--- config.mk ---
export PLATFORM = sky130hd
export DESIGN_NAME = fifo_wr_arb_flat
export DESIGN_NICKNAME = d
export VERILOG_FILES = /design/src/rtl/fifo_wr_arb_if.sv /design/src/rtl/fifo_wr_arb.sv /design/src/flat_wrapper.sv
export SDC_FILE = /design/constraint.sdc
export NUM_CORES = 1
export LEC_CHECK = 0
export CELL_PAD_IN_SITES_DETAIL_PLACEMENT = 0
export CELL_PAD_IN_SITES_GLOBAL_PLACEMENT = 1
export CORE_ASPECT_RATIO = 0.9
export CORE_MARGIN = 1.5
export CORE_UTILIZATION = 25
export DETAILED_ROUTE_END_ITERATION = 12
export GPL_TIMING_DRIVEN = 0
export PLACE_DENSITY = 0.82
export SLEW_MARGIN = 20
export SYNTH_ARGS = -nofsm -noshare
export SYNTH_HDL_FRONTEND = slang
export SYNTH_SLANG_ARGS = --single-unit
--- constraint.sdc ---
create_clock -name CLK -period 2.9 [get_ports CLK]
set_input_delay 0.29 -clock CLK [delete_from_list [all_inputs] [get_ports CLK]]
set_output_delay 0.29 -clock CLK [all_outputs]
set_load 0.02 [all_outputs]
--- src/rtl/fifo_wr_arb_if.sv ---
// Write-side bundle between the producers, the round-robin arbiter and the FIFO.
// The master modport is the producer/FIFO side; the slave modport is the arbiter.
interface fifo_wr_arb_if #(
    parameter int NREQ = 4,
    parameter int DW   = 8
);
    localparam int OW = $clog2(NREQ);

    logic [NREQ-1:0]    req;
    logic [NREQ*DW-1:0] req_data;
    logic               full;
    logic [NREQ-1:0]    gnt;
    logic [NREQ-1:0]    ack;
    logic [OW-1:0]      owner;
    logic               write;
    logic [DW-1:0]      iData;

    modport master (
        output req, req_data, full,
        input  gnt, ack, owner, write, iData
    );

    modport slave (
        input  req, req_data, full,
        output gnt, ack, owner, write, iData
    );
endinterface

--- src/rtl/fifo_wr_arb.sv ---
// Round-robin arbiter sharing the FIFO write port between NREQ producers,
// granting bounded bursts and stalling (never revoking) on FIFO full.
module fifo_wr_arb #(
    parameter int NREQ  = 4,
    parameter int DW    = 8,
    parameter int BURST = 4
) (
    input logic           CLK,
    input logic           RSTn,
    fifo_wr_arb_if.slave  bus
);
    localparam int OW = $clog2(NREQ);
    localparam int CW = $clog2(BURST + 1);

    typedef enum logic {
        IDLE,
        BUSY
    } state_t;

    state_t          state, state_nxt;
    logic [OW-1:0]   owner, owner_nxt;
    logic [CW-1:0]   cnt, cnt_nxt;
    logic [OW-1:0]   pick;
    logic [OW-1:0]   cand;
    logic            found;
    logic [NREQ-1:0] gnt_int;
    logic [NREQ-1:0] ack_int;

    always_ff @(posedge CLK or negedge RSTn) begin
        if (!RSTn) begin
            state <= IDLE;
            owner <= OW'(NREQ - 1);
            cnt   <= '0;
        end else begin
            state <= state_nxt;
            owner <= owner_nxt;
            cnt   <= cnt_nxt;
        end
    end

    // Search starts just above the last owner, so it ends up lowest priority.
    always_comb begin
        found = 1'b0;
        pick  = owner;
        cand  = owner;
        for (int k = 1; k <= NREQ; k++) begin
            cand = OW'((int'(owner) + k) % NREQ);
            if (!found && bus.req[cand]) begin
                found = 1'b1;
                pick  = cand;
            end
        end
    end

    always_comb begin
        state_nxt = state;
        owner_nxt = owner;
        cnt_nxt   = cnt;
        case (state)
            IDLE: begin
                if (found && !bus.full) begin
                    state_nxt = BUSY;
                    owner_nxt = pick;
                    cnt_nxt   = '0;
                end
            end
            BUSY: begin
                if (!bus.req[owner]) begin
                    state_nxt = IDLE;
                end else if (!bus.full) begin
                    cnt_nxt = cnt + CW'(1);
                    if (cnt + CW'(1) == CW'(BURST)) begin
                        state_nxt = IDLE;
                    end
                end
            end
            default: state_nxt = IDLE;
        endcase
    end

    always_comb begin
        gnt_int = '0;
        if (state == BUSY) begin
            gnt_int = NREQ'(1) << owner;
        end
        ack_int = gnt_int & bus.req & {NREQ{~bus.full}};
    end

    assign bus.gnt   = gnt_int;
    assign bus.ack   = ack_int;
    assign bus.owner = owner;
    assign bus.write = |ack_int;
    assign bus.iData = (state == BUSY) ? bus.req_data[owner*DW +: DW] : '0;

endmodule

--- src/flat_wrapper.sv ---
// flat-port wrapper written by rule: the top's interface ports become plain ports
module fifo_wr_arb_flat 
#(
    parameter int NREQ  = 4,
    parameter int DW    = 8,
    parameter int BURST = 4
)
  (CLK, RSTn, bus_req, bus_req_data, bus_full, bus_gnt, bus_ack, bus_owner, bus_write, bus_iData);
  fifo_wr_arb_if #(.NREQ(NREQ), .DW(DW)) bus_i ();
  input logic CLK;
  input logic RSTn;
  input wire logic [$bits(bus_i.req)-1:0] bus_req;
  input wire logic [$bits(bus_i.req_data)-1:0] bus_req_data;
  input wire logic [$bits(bus_i.full)-1:0] bus_full;
  output wire logic [$bits(bus_i.gnt)-1:0] bus_gnt;
  output wire logic [$bits(bus_i.ack)-1:0] bus_ack;
  output wire logic [$bits(bus_i.owner)-1:0] bus_owner;
  output wire logic [$bits(bus_i.write)-1:0] bus_write;
  output wire logic [$bits(bus_i.iData)-1:0] bus_iData;
  assign bus_i.req = bus_req;
  assign bus_i.req_data = bus_req_data;
  assign bus_i.full = bus_full;
  assign bus_gnt = bus_i.gnt;
  assign bus_ack = bus_i.ack;
  assign bus_owner = bus_i.owner;
  assign bus_write = bus_i.write;
  assign bus_iData = bus_i.iData;
  fifo_wr_arb #(.NREQ(NREQ), .DW(DW), .BURST(BURST)) u_core (.CLK(CLK), .RSTn(RSTn), .bus(bus_i));
endmodule
==> flow_summary_export.csv, run 1 <==
group,metric,value,unit
run_status,outcome,"completed",
power_and_ir_drop,leakage,0.597,nW
yosys,yosysSeqAreaShare,0.178,
power_and_ir_drop,power.switching,579,µW
yosys,yosys_register_bits,6,
critical_path,required,2.61,ns
floorplanning,dieArea,3800,µm²
power_and_ir_drop,seqPwrFrac,0.131,
cells_and_area,final_core_util,0.457,
floorplanning,rows,20,
yosys,synthFlopType,"dfrtp_1",
floorplanning,ios,58,
place,port_buffers,56,
critical_path,cp_slowest_stage_delay,0.57,ns
floorplanning,fp.dieW,64.8,µm
place,postPlaceCellArea,1480,µm²
power_and_ir_drop,peakVddDrop,0.358,mV
flow_run,cap_viol_max_count,0,
critical_path,rrSetupSlack,0.33,ns
power_and_ir_drop,combPwrFrac,0.771,
sta,period_minus_slack,2.76,ns
critical_path,r2r_start,"u_core.bus.owner[0]",
cells_and_area,synthToLayoutAreaGrowth,76.9,%
yosys,yosys.area.top_type,"mux4_2",
critical_path,path_cells,"buf_6 -> buf_2 -> mux4_2 -> and2_1 -> clkdlybuf4s50_1",
yosys,netlist_area,860,µm²
clocking,insertion_delay,0.22,ns
cells_and_area,fin_cells,190,
global_route,groute.usage.overall,0.140,
yosys,synth_most_common_cell,"and2_1",
clocking,cts_tree,"built",
clocking,path_clk_slew,0.04,ns
power_and_ir_drop,p_int,785,µW
critical_path,startpoint,"u_core.bus.owner[0]",
clocking,numCtsBuffers,3,
cells_and_area,final_area,1520,µm²
place,placed_cells,186,
sta,setup_violations,0,
critical_path,crit_arrival,2.47,ns
floorplanning,die_h,58.6,µm
critical_path,setup.worst_path.end,"bus_iData[7]",
clocking,cts_resized,0,
yosys,synth_top_area_share,0.262,
critical_path,cp_slowest_cell,"dfstp_2",
place,place.gp.congestion,0.786,
place,place_hpwl,2130,µm
clocking,hold_buffers,0,
routing,dr_wl_met2,1300,µm
global_route,antenna_found_initial,0,
routing,drc,0,
yosys,synth_edf_count,0,
cells_and_area,antenna_cells,0,
routing,wl_met3,77,µm
sta,hold_violations,0,
yosys,synthDistinctLibCells,29,
power_and_ir_drop,p_per_area,897,nW/µm²
yosys,synth_warnings,0,
yosys,ys_async_sr_fraction,1.00,
routing,first_pass_iters,4,
critical_path,rr_worst_depth,8,
clocking,clockBufferDepth,2,
yosys,netlist_instances,86,
sta,fin_crit_sh,0.952,
yosys,syn_nets,131,
critical_path,worstReg2RegEnd,"u_core.bus.owner[1]",
floorplanning,core_area,3330,µm²
cells_and_area,nets,192,
sta,fmax,0.362,GHz
critical_path,crit_type,"reg -> out",
yosys,synth_area_leaders,"mux4_2 (26%), dfrtp_1 (12%), and2_1 (8.7%), ha_1 (8.7%), dfstp_2 (6.1%)",
routing,drt-total-wl,2550,µm
critical_path,critPathLaunchType,"register",
clocking,clock_tree.root_cell,"clkbuf_8",
clocking,cts_setup_buffers,0,
global_route,grt_overflow,0,
sta,fin_hold_ws,0.305,ns
routing,route.vias.total,874,
critical_path,crit_fanout,10,
sta,fin_tns_setup,0,ns
global_route,grt_pass1_wl,4130,µm
sta,skew,0.00273,ns
cells_and_area,fillCellCount,322,
cells_and_area,regArea,153,µm²
global_route,first_global_vias,883,
sta,rsz0062_at_grt,"no",
sta,finalMaxSlewViolations,0,
yosys,synth_common_cells,"and2_1 (12), mux4_2 (10), nor2_1 (8)",
clocking,h-tree-depth,1,
routing,m1WireLength,1170,µm
routing,wl_per_cell,13.4,µm
power_and_ir_drop,clock_power_share,0.097,
cells_and_area,multi_input_area,654,µm²
sta,tightest_slew,0.556,ns
sta,slew_headroom,0.629,
min_path,hold_class,"in -> async",
yosys,synth.avg_cell_area,10.0,µm²
routing,drt.antenna.violating_nets,0,
critical_path,endpoint_kind,"output port",
cells_and_area,drive_above_1_share,0.158,
global_route,grt_start_max_net_pins,11,
routing,highest_layer,"met3",
clocking,cts.sinks,6,
routing,vias_per_cell,4.60,
power_and_ir_drop,netSwitchingFraction,0.425,
routing,drt_iter0_markers,38,
floorplanning,start_util,0.258,
-- power by group through the flow --
stage | clock, mW | combinational (mW) | sequential, mW
6_report | 0.133 | 1.05 | 0.179
5_1_grt | 0.142 | 1.15 | 0.191
4_1_cts | 0.137 | 1.06 | 0.181
3_5_place_dp | 0 | 1.06 | 0.182
3_3_place_gp | 0 | 1.04 | 0.180
2_1_floorplan | 0 | 0.689 | 0.186
-- flip-flops by register name, indices dropped and copies added, names as in the netlist --
| name | cells |
|---|---|
| u_core.bus.owner | 2 |
| u_core.cnt | 3 |
| u_core.state | 1 |
-- layout by cell type, fill, tap and decap left out, drive strengths merged, types with 3 or more instances in the layout --
| master | instances |
|---|---|
| nor2 | 8 |
| mux2 | 3 |
| inv | 5 |
| clkdlybuf4s50 | 56 |
| and2 | 12 |
| a21oi | 4 |
| nand2 | 7 |
| dfrtp | 4 |
| mux4 | 11 |
| ha | 6 |
| clkbuf | 6 |
| buf | 4 |
-- layer usage --
layer  vias up  global-route usage
li1        437                   -
met1       419               0.204
met2        18               0.218
met3         0              0.0134
met4         0              0.0456
met5         -                   0
-- cells by family (layout without fill, tap and decap cells) --
family,after synthesis,after routing,synth area share
flops,6,6,0.178
fa+ha+maj,6,6,0.0873
compound gates,11,11,0.0844
mux,16,16,0.355
simple gates,35,35,0.224
xor+xnor,1,1,0.0102
buf+inv,11,71,0.0611
-- worst min-delay path by stage --
stage / from / end / slack, ns / depth (start not counted)
detailed placement: u_core.cnt[0] / u_core.cnt[0] / 0.48 / 1
global placement: u_core.cnt[0] / u_core.cnt[0] / 0.46 / 1
floorplan: RSTn / u_core.cnt[0] / -0.006 / 0
global route: RSTn / u_core.cnt[0] / 0.32 / 1
finish: RSTn / u_core.cnt[0] / 0.31 / 1
CTS: RSTn / u_core.cnt[0] / 0.31 / 1
-- layout make-up --
| cell class | count | share of cell area |
|---|---|---|
| multi-input combinational | 69 | 0.430 |
| timing repair buffer | 56 | 0.369 |
| tap | 44 | 0.0362 |
| inverter | 5 | 0.0123 |
| sequential | 6 | 0.100 |
| clock buffer | 4 | 0.0296 |
| buffer | 6 | 0.0222 |
-- worst max-delay path: cells and delay by family, from the launching register on --
| family | cells | cell delay [ns] |
|---|---|---|
| flip-flops | 1 | 0.57 |
| buffers and inverters | 3 | 0.98 |
| AND/OR/NAND/NOR | 1 | 0.17 |
| multiplexers | 1 | 0.54 |
-- per-stage QoR --
stage	power [mW]	worst slack [ns]
4_1_cts	1.38	0.104
3_5_place_dp	1.24	0.348
3_3_place_gp	1.22	0.338
6_report	1.36	0.139
5_1_grt	1.49	0.0130
2_1_floorplan	0.875	0.436
Power figures use the tool's default switching activity.
==> run 2: changes to the inputs <==
CTS_CLUSTER_DIAMETER = 150   (was not set)
==> results of run 2 <==
The final DEF is identical to that of run 1; final timing and power are the same.
